[config.mk]
export PLATFORM = sky130hd
export DESIGN_NAME = key_step_conditioner_flat
export DESIGN_NICKNAME = d
export VERILOG_FILES = /design/src/rtl/key_step_conditioner_if.sv /design/src/rtl/key_step_conditioner.sv /design/src/flat_wrapper.sv
export SDC_FILE = /design/constraint.sdc
export NUM_CORES = 1
export LEC_CHECK = 0
export ABC_CLOCK_PERIOD_IN_PS = 2800
export CAP_MARGIN = 20
export CORE_UTILIZATION = 50
export CTS_BUF_LIST = sky130_fd_sc_hd__clkbuf_2
export CTS_CLUSTER_DIAMETER = 80
export DETAILED_ROUTE_END_ITERATION = 8
export DONT_BUFFER_PORTS = 1
export SYNTH_ARGS = -nofsm -noshare
export SYNTH_HDL_FRONTEND = slang
export SYNTH_SLANG_ARGS = --single-unit
[constraint.sdc]
create_clock -name CLOCK_50 -period 2.8 [get_ports CLOCK_50]
set_clock_uncertainty 0.1 [all_clocks]
set_input_delay 0.14 -clock CLOCK_50 [delete_from_list [all_inputs] [get_ports CLOCK_50]]
set_output_delay 0.14 -clock CLOCK_50 [all_outputs]
set_load 0.02 [all_outputs]
[src/rtl/key_step_conditioner_if.sv]
// key_step_conditioner_if: raw key inputs and conditioned key strobes
interface key_step_conditioner_if #(
    parameter int NUM_KEYS = 4
);
    logic [NUM_KEYS-1:0] key_n;
    logic [NUM_KEYS-1:0] pressed;
    logic [NUM_KEYS-1:0] press_pulse;
    logic [NUM_KEYS-1:0] release_pulse;
    logic [NUM_KEYS-1:0] step;
    modport master (output key_n, input pressed, press_pulse, release_pulse, step);
    modport slave (input key_n, output pressed, press_pulse, release_pulse, step);
endinterface

[src/rtl/key_step_conditioner.sv]
// key_step_conditioner: synchronised, debounced keys with edge strobes and hold-to-repeat steps
module key_step_conditioner #(
    parameter int NUM_KEYS = 4,
    parameter int DEBOUNCE_CYCLES = 500000,
    parameter int HOLD_CYCLES = 25000000,
    parameter int REPEAT_CYCLES = 5000000,
    parameter logic [NUM_KEYS-1:0] REPEAT_EN = '0
) (
    input logic CLOCK_50,
    input logic reset,
    key_step_conditioner_if.slave keys
);
    localparam int DW = $clog2(DEBOUNCE_CYCLES) + 1;
    localparam int TMAX = HOLD_CYCLES > REPEAT_CYCLES ? HOLD_CYCLES : REPEAT_CYCLES;
    localparam int TW = $clog2(TMAX) + 1;
    localparam logic [DW-1:0] DB_LAST = DW'(DEBOUNCE_CYCLES - 1);
    localparam logic [TW-1:0] HOLD_LAST = TW'(HOLD_CYCLES - 1);
    localparam logic [TW-1:0] REP_LAST = TW'(REPEAT_CYCLES - 1);
    typedef enum logic [1:0] {IDLE, HOLD, REPEAT} state_t;
    logic [NUM_KEYS-1:0] sync1, sync2, flip, level_next, rep_strobe;
    // two-flop synchroniser; resets to the released level
    always_ff @(posedge CLOCK_50) begin
        if (reset) begin
            sync1 <= '1;
            sync2 <= '1;
        end else begin
            sync1 <= keys.key_n;
            sync2 <= sync1;
        end
    end
    for (genvar i = 0; i < NUM_KEYS; i++) begin : g_key
        logic sample, strobe;
        logic [DW-1:0] db_cnt;
        logic [TW-1:0] timer, timer_next;
        state_t state, state_next;
        assign sample = !sync2[i];
        assign flip[i] = (sample != keys.pressed[i]) && (db_cnt == DB_LAST);
        assign level_next[i] = keys.pressed[i] ^ flip[i];
        assign rep_strobe[i] = strobe;
        // count consecutive samples that disagree with the accepted level
        always_ff @(posedge CLOCK_50) begin
            if (reset)
                db_cnt <= '0;
            else
                db_cnt <= (sample == keys.pressed[i] || flip[i]) ? '0 : db_cnt + 1'b1;
        end
        // repeat FSM state and timer; channels without repeat stay idle
        always_ff @(posedge CLOCK_50) begin
            if (reset || !REPEAT_EN[i]) begin
                state <= IDLE;
                timer <= '0;
            end else begin
                state <= state_next;
                timer <= timer_next;
            end
        end
        // next state follows the level being committed this edge, so a release wins over expiry
        always_comb begin
            state_next = state;
            timer_next = timer + 1'b1;
            if (!level_next[i]) begin
                state_next = IDLE;
                timer_next = '0;
            end else if (state == IDLE) begin
                state_next = flip[i] ? HOLD : IDLE;
                timer_next = '0;
            end else if (state == HOLD && timer == HOLD_LAST) begin
                state_next = REPEAT;
                timer_next = '0;
            end else if (state == REPEAT && timer == REP_LAST) begin
                timer_next = '0;
            end
        end
        // repeat strobe on timer expiry while the key remains held
        always_comb begin
            strobe = REPEAT_EN[i] && level_next[i] &&
                     ((state == HOLD && timer == HOLD_LAST) || (state == REPEAT && timer == REP_LAST));
        end
    end
    // registered outputs; pulses appear together with the new debounced level
    always_ff @(posedge CLOCK_50) begin
        if (reset) begin
            keys.pressed <= '0;
            keys.press_pulse <= '0;
            keys.release_pulse <= '0;
            keys.step <= '0;
        end else begin
            keys.pressed <= level_next;
            keys.press_pulse <= flip & level_next;
            keys.release_pulse <= flip & ~level_next;
            keys.step <= (flip & level_next) | rep_strobe;
        end
    end
endmodule

[src/flat_wrapper.sv]
// flat-port wrapper written by rule: the top's interface ports become plain ports
module key_step_conditioner_flat 
#(
    parameter int NUM_KEYS = 4,
    parameter int DEBOUNCE_CYCLES = 500000,
    parameter int HOLD_CYCLES = 25000000,
    parameter int REPEAT_CYCLES = 5000000,
    parameter logic [NUM_KEYS-1:0] REPEAT_EN = '0
)
  (CLOCK_50, reset, keys_key_n, keys_pressed, keys_press_pulse, keys_release_pulse, keys_step);
  key_step_conditioner_if #(.NUM_KEYS(NUM_KEYS)) keys_i ();
  input logic CLOCK_50;
  input logic reset;
  input wire logic [$bits(keys_i.key_n)-1:0] keys_key_n;
  output wire logic [$bits(keys_i.pressed)-1:0] keys_pressed;
  output wire logic [$bits(keys_i.press_pulse)-1:0] keys_press_pulse;
  output wire logic [$bits(keys_i.release_pulse)-1:0] keys_release_pulse;
  output wire logic [$bits(keys_i.step)-1:0] keys_step;
  assign keys_i.key_n = keys_key_n;
  assign keys_pressed = keys_i.pressed;
  assign keys_press_pulse = keys_i.press_pulse;
  assign keys_release_pulse = keys_i.release_pulse;
  assign keys_step = keys_i.step;
  key_step_conditioner #(.NUM_KEYS(NUM_KEYS), .DEBOUNCE_CYCLES(DEBOUNCE_CYCLES), .HOLD_CYCLES(HOLD_CYCLES), .REPEAT_CYCLES(REPEAT_CYCLES), .REPEAT_EN(REPEAT_EN)) u_core (.CLOCK_50(CLOCK_50), .reset(reset), .keys(keys_i));
endmodule
==> key figures, run 1 <==
Logic synthesis
  • Post-synth top area cell: dfxtp_1
  • Synth unique cells: 39
  • EDFF count, synth: 0
  • Number of register bits inferred by synthesis: 100
  • Area contributors post-synth: dfxtp_1 (46%), xor2_1 (7.2%), nor2_1 (6.6%)
  • Synthesis Warnings: 0
  • Synth Flop Type: dfxtp_1
  • Mapped Area: 4350 sq um
  • Fraction of registers with async set/reset: 0
  • Synth Instances: between 400 and 500
  • Top-area cell type share of the netlist area: 0.460
  • Sequential share of the synthesized area: 0.460
  • Net Count, Synth: 494
  • Synth Area per Inst: 9.14 sq um

Timing
  • RSZ-0062 raised after global routing: false
  • Slew Limit Fails: 0
  • Fmax: between 400 and 500 MHz
  • Setup violations, final: 0
  • Min Hold Slack: 0.0554 ns
  • Crit share post-route: 0.838
  • Clock period minus worst slack: 2.35 ns
  • Worst Max-Slew Pin Slew: approximately 0.8 ns
  • Final hold violations: 0
  • Setup TNS: 0 ns
  • Worst slew margin: 0.460

Drt
  • WL final: slightly below 8000 um
  • Final ANT Viol Nets: 0
  • # DRC: 0
  • Detailed Routing Iterations Pass 1: 4
  • Via count: 3209
  • Initial drt markers: 74
  • Drt via density: around 5.4
  • Drt wl/cell: 13.1 um

Placed design
  • Buffers on Ports: 0
  • Gpl congestion: 0.797
  • DP Wirelength: 5480 um

Clock network
  • H-Tree Level Count: 3
  • Clk Latency, worst-skew pair: 0.54 ns
  • CTS tree: done
  • Root Buffer: clkbuf_2
  • Clock transition at path regs: roughly 0.26 ns
  • Resized cells post-CTS: 0
  • Num CTS Buffers: 9
  • Maximum root-to-sink buffer count: 2
  • # clock sinks: 100

Floorplanning
  • Die width: 95.3 um
  • Core ar.: ~8300 sq um
  • Die ar.: a little over 9000 sq um
  • Ports: 22
  • Die height: roughly 95 um
  • # rows: 33
  • Initial core utilization: 0.524

Pwr
  • Static Leak: 1.45 nW
  • VDD IR max: approximately 0.00024 V
  • P per Cell Area: 447 nW/um^2

Hold path
  • Min-Delay Path Depth: 2
  • Hold WC Path Type: in2reg

Critical path
  • Critical Path End Type: flop
  • R2R depth: 6
  • CP startpoint kind: flop
  • Arr. time, crit path: 2.74 ns
  • Worst Path Required: 3.19 ns
  • Crit Path Max Fanout: 5
  • CP Class: reg2reg

GRT
  • Initial antenna violation count: 0
  • Largest net degree at the start of global routing: 25
  • Vias in the first global route: about 3k
  • Global-route wire length before repair: 13500 um
  • GR Overflow Total: 0
  • All-Layer GR Usage: 0.189

Layout
  • Most frequent cells in the layout: dfxtp_1 (100), nor2_1 (77), xor2_1 (36), nand4_1 (28), nand3_1 (27)
  • Total Nets Final: 497
  • Most common cell after layout, fill and taps aside: dfxtp_1
  • Area grow syn2layout: 4.86%
  • Layout cells sized above 1: 0.0826
  • Number of diodes: 0

Run
  • Max cap viols: 0

Status
  • Outcome: completed
## cell usage after synthesis, drive strengths merged, types with 5 or more instances
cell type / number
nor2: 77
or3: 10
o31ai: 5
a21oi: 15
o21ai: 12
nor2b: 8
and4: 11
nor4: 8
or4: 9
xnor2: 25
and3: 11
nor3: 7
nand4: 29
inv: 12
xor2: 36
ha: 12
or4b: 6
nand2: 20
buf: 8
clkbuf: 10
nand3: 27
or2: 10
dfxtp: 100
## per-stage QoR
stage	setup slack [ns]	util	instance area, sq um	total power (W)	cells
2_1_floorplan	0.595	-	4350	0.00148	476
3_3_place_gp	0.534	0.534	4430	0.00149	568
3_5_place_dp	0.497	0.534	4430	0.00149	568
4_1_cts	0.435	0.550	4560	0.00208	589
5_1_grt	0.298	0.550	4560	0.00214	589
6_report	0.454	0.550	4560	0.00204	589
## area by class of cell
type / count / area, sq um
timing repair buffer: 10 / 87.6
fill: 791 / 3740
sequential: 100 / 2000
multi-input combinational: 346 / 2210
inverter: 12 / 45.0
clock inverter: 5 / 28.8
clock buffer: 11 / 55.1
tap: 105 / 131
## registers in the layout, indices dropped and copies added, names as in the netlist
name                       flops
u_core.g_key.db_cnt           80
u_core.keys.press_pulse        4
u_core.keys.pressed            4
u_core.keys.release_pulse      4
u_core.sync1                   4
u_core.sync2                   4
## power breakdown
group	internal [W]	switching, W
combinational	0.0000135	0.0000183
clock	0.000119	0.000451
sequential	0.00143	0.00000374
## cells by family (layout without fill, tap and decap cells)
family	Yosys count	count (layout)	synth area share
flip-flops	100	100	0.460
XOR/XNOR	61	61	0.123
buffers and inverters	30	38	0.0313
AO/OA/AOI/OAI	34	34	0.0498
AND/OR/NAND/NOR	239	239	0.301
adder cells (fa/ha/maj)	12	12	0.0345
## per-layer routing
layer | up-vias | wire length [um] | global-route usage
met4 | 0 | 81 | 0.0518
met2 | 38 | 3550 | 0.311
met5 | - | 0 | 0
met3 | 10 | 262 | 0.0518
met1 | 1495 | 3820 | 0.241
li1 | 1666 | - | -
## worst max-delay path, stage by stage (launching register included)
cell,delay (ns)
dfxtp_1,0.46
inv_1,0.09
or4b_4,0.51
or4_2,0.67
nor2_1,0.15
ha_1,0.25
nor2_1,0.09
## repair_timing
| action | 4_1_cts | 5_1_grt |
|---|---|---|
| setup buffers | 0 | 0 |
| hold endpoints to repair | 81 | 0 |
| hold buffers | 5 | 0 |
| endpoints found under the setup margin | 0 | 0 |
## worst paths after layout
| check | from | to | slack, ns |
|---|---|---|---|
| worst max-delay path | u_core.g_key[1].db_cnt[8]$_SDFF_PP0_ | u_core.keys.pressed[1]$_SDFF_PP0_ | 0.45 |
| worst min register to register | u_core.sync1[0]$_SDFF_PP1_ | u_core.sync2[0]$_SDFF_PP1_ | 0.33 |
| worst max register to register | u_core.g_key[1].db_cnt[8]$_SDFF_PP0_ | u_core.keys.pressed[1]$_SDFF_PP0_ | 0.45 |
| worst min-delay path | reset | u_core.g_key[3].db_cnt[1]$_SDFF_PP0_ | 0.06 |
(Power assumes the default switching activity.)
==> run 2: changes to the inputs <==
--- a/config.mk
+++ b/config.mk
@@ -5,13 +5,14 @@
 export SDC_FILE = /design/constraint.sdc
 export NUM_CORES = 1
 export LEC_CHECK = 0
-export ABC_CLOCK_PERIOD_IN_PS = 2800
+export ABC_CLOCK_PERIOD_IN_PS = 2100
 export CAP_MARGIN = 20
 export CORE_UTILIZATION = 50
 export CTS_BUF_LIST = sky130_fd_sc_hd__clkbuf_2
 export CTS_CLUSTER_DIAMETER = 80
 export DETAILED_ROUTE_END_ITERATION = 8
 export DONT_BUFFER_PORTS = 1
+export PLACE_DENSITY = 0.68
 export SYNTH_ARGS = -nofsm -noshare
 export SYNTH_HDL_FRONTEND = slang
 export SYNTH_SLANG_ARGS = --single-unit
==> constraint.sdc (replaced) <==
create_clock -name CLOCK_50 -period 2.1 [get_ports CLOCK_50]
set_clock_uncertainty 0.1 [all_clocks]
set_input_delay 0.105 -clock CLOCK_50 [delete_from_list [all_inputs] [get_ports CLOCK_50]]
set_output_delay 0.105 -clock CLOCK_50 [all_outputs]
set_load 0.02 [all_outputs]
==> key figures, run 2 (same netlist as run 1, synthesis figures left out) <==
Clock network
  • Maximum root-to-sink buffer count: 2
  • Num CTS Buffers: 9
  • Clk Latency, worst-skew pair: between 0.5 and 0.6 ns
  • H-Tree Level Count: 3
  • Root Buffer: clkbuf_2
  • # clock sinks: 100
  • CTS tree: done
  • Clock transition at path regs: about 0.26 ns

Critical path
  • Worst Path Required: 2.50 ns
  • Reg2Reg Setup Slack: 0.02 ns
  • Arr. time, crit path: 2.48 ns
  • CP Class: reg2reg
  • CP startpoint kind: flop
  • CP Cell Sequence: or4b_1 > or3_4 > or2_4 > nor2_2 > ha_1 > nor2_1
  • Crit Path Max Fanout: 2
  • Worst-path cell with the longest stage delay: or4b_1
  • Critical Path Max Stage Delay: approximately 0.52 ns
  • Critical Path End Type: flop
  • R2r startpoint: u_core.g_key[2].db_cnt[11]$_SDFF_PP0_
  • Critical R2R Capture: u_core.keys.pressed[2]$_SDFF_PP0_
  • R2R depth: 6

Pwr
  • VDD IR max: 0.000467 V
  • Static Leak: 1.69 nW
  • P per Cell Area: 594 nW/um^2

Floorplanning
  • Initial core utilization: 0.524
  • Die width: 95.3 um
  • Core ar.: 8300 sq um
  • Die height: 95.3 um
  • # rows: 33
  • Ports: 22
  • Die ar.: ~9000 sq um

Drt
  • Drt wl/cell: between 10 and 15 um
  • # DRC: 0
  • Detailed Routing Iterations Pass 1: 4
  • Initial drt markers: ~70
  • Drt via density: 5.37
  • Via count: 3398
  • Final ANT Viol Nets: 0
  • WL final: 7970 um

Timing
  • Setup violations, final: 0
  • RSZ-0062 raised after global routing: true
  • Min Hold Slack: -0.499 ns
  • Clock period minus worst slack: roughly 2.1 ns
  • Fmax: ~480 MHz
  • Final hold violations: 31
  • Final WS setup: about 0.025 ns
  • Slew Limit Fails: 0
  • Crit share post-route: 0.988
  • Worst Max-Slew Pin Slew: ~0.45 ns
  • Worst slew margin: 0.700

Layout
  • Area grow syn2layout: 16.9%
  • Max reg flops: 80
  • Most frequent cells in the layout: dfxtp_1 (90), nor2_1 (73), buf_4 (37), xor2_1 (35), nand4_1 (28)
  • Post-Layout Cell Count: between 600 and 700
  • Design area: 5090 sq um
  • Most common cell after layout, fill and taps aside: dfxtp_1
  • Number of diodes: 0
  • Layout cells sized above 1: 0.186
  • Total Nets Final: about 540
  • Number of filler cells placed in the layout: 694
  • Largest register by flop count: u_core.g_key.db_cnt
  • Fin util: 0.613

Hold path
  • WHS Endpoint: u_core.keys.press_pulse[2]$_SDFF_PP0_
  • Hold WC Path Type: in2reg
  • Hold Crit Start: reset
  • Min-Delay Path Depth: 1

GRT
  • GR Overflow Total: 0
  • Largest net degree at the start of global routing: 26
  • All-Layer GR Usage: 0.196
  • Global-route wire length before repair: 14000 um
  • Vias in the first global route: 3295
  • Initial antenna violation count: 0

Placed design
  • DP Area: 4660 sq um
  • DP Worst Slack: -0.0238 ns
  • DP Wirelength: 5660 um
  • Buffers on Ports: 0
  • Gpl congestion: approximately 0.8
  • Placed Cells: 596

Run
  • Max cap viols: 0

Status
  • Outcome: finished with violations
  • Failing checks: hold timing
-- run 2: changes by cell type in the layout (fill, tap and decap cells not counted), moves of 2 or more --
cell / delta
ha_4: +2
buf_4: +32
ha_1: -3
bufinv_16: +2
clkinv_1: -2
nor2_2: +3
dfxtp_2: +10
dfxtp_1: -10
dlygate4sd3_1: +12
nor2_1: -4
-- run 2: worst max-delay path by stage --
stage | start | to | slack, ns | cells after the start
3_5_place_dp | u_core.g_key[2].db_cnt[11]$_SDFF_PP0_ | u_core.keys.pressed[2]$_SDFF_PP0_ | -0.02 | 6
2_1_floorplan | u_core.g_key[1].db_cnt[0]$_SDFF_PP0_ | u_core.g_key[1].db_cnt[18]$_SDFF_PP0_ | 0.03 | 5
6_report | u_core.g_key[2].db_cnt[11]$_SDFF_PP0_ | u_core.keys.pressed[2]$_SDFF_PP0_ | 0.02 | 6
3_3_place_gp | u_core.g_key[2].db_cnt[11]$_SDFF_PP0_ | u_core.keys.pressed[2]$_SDFF_PP0_ | 0.04 | 6
4_1_cts | u_core.g_key[1].db_cnt[8]$_SDFF_PP0_ | u_core.keys.release_pulse[1]$_SDFF_PP0_ | -0.004 | 6
5_1_grt | u_core.g_key[2].db_cnt[11]$_SDFF_PP0_ | u_core.keys.pressed[2]$_SDFF_PP0_ | -0.06 | 6
-- run 2: layout make-up --
type,count,area [sq um],share of cell area
inverter,12,45.0,0.00886
timing repair buffer,54,448,0.0881
sequential,100,2010,0.396
multi-input combinational,346,2300,0.452
tap,105,131,0.0258
clock inverter,6,96.3,0.0189
clock buffer,10,50.0,0.00984
-- run 2: critical path: cells and delay by family, from the launching register on --
kind	cells	cell delay (ns)
simple gates	5	1.34
flops	1	0.38
fa+ha+maj	1	0.23
-- run 2: per-layer routing --
layer / global-route usage / vias up / part of all wire
met1: 0.236 / 1596 / 0.47
met4: 0.0657 / 0 / 0.012
met2: 0.334 / 43 / 0.48
met5: 0 / - / 0
met3: 0.0558 / 8 / 0.035
li1: - / 1751 / -
-- run 2: power by group --
part	leakage, nW	switching (W)	internal [W]
clock	0.0846	0.000633	0.000414
sequential	0.812	0.00000473	0.00191
combinational	0.796	0.0000222	0.0000319
total	1.69	0.000660	0.00236
-- run 2: repair_timing --
item | 4_1_cts | 5_1_grt
resized for setup | 9 | 16
hold buffers | 16 | 1
endpoints found under the hold margin | 100 | 33
pin swaps | 5 | 6
buffers inserted | 1 | 3
endpoints found under the setup margin | 5 | 42
-- run 2: per-stage QoR --
| step | power [W] | setup TNS [ns] | hold slack (ns) |
|---|---|---|---|
| after CTS | 0.00307 | -0.00599 | -0.570 |
| after detailed placement | 0.00199 | -0.0238 | 0.0776 |
| after global routing | 0.00315 | -0.377 | -0.608 |
| after floorplan | 0.00198 | 0 | 0.0766 |
| after global placement | 0.00199 | 0 | 0.0742 |
| final | 0.00302 | 0 | -0.499 |
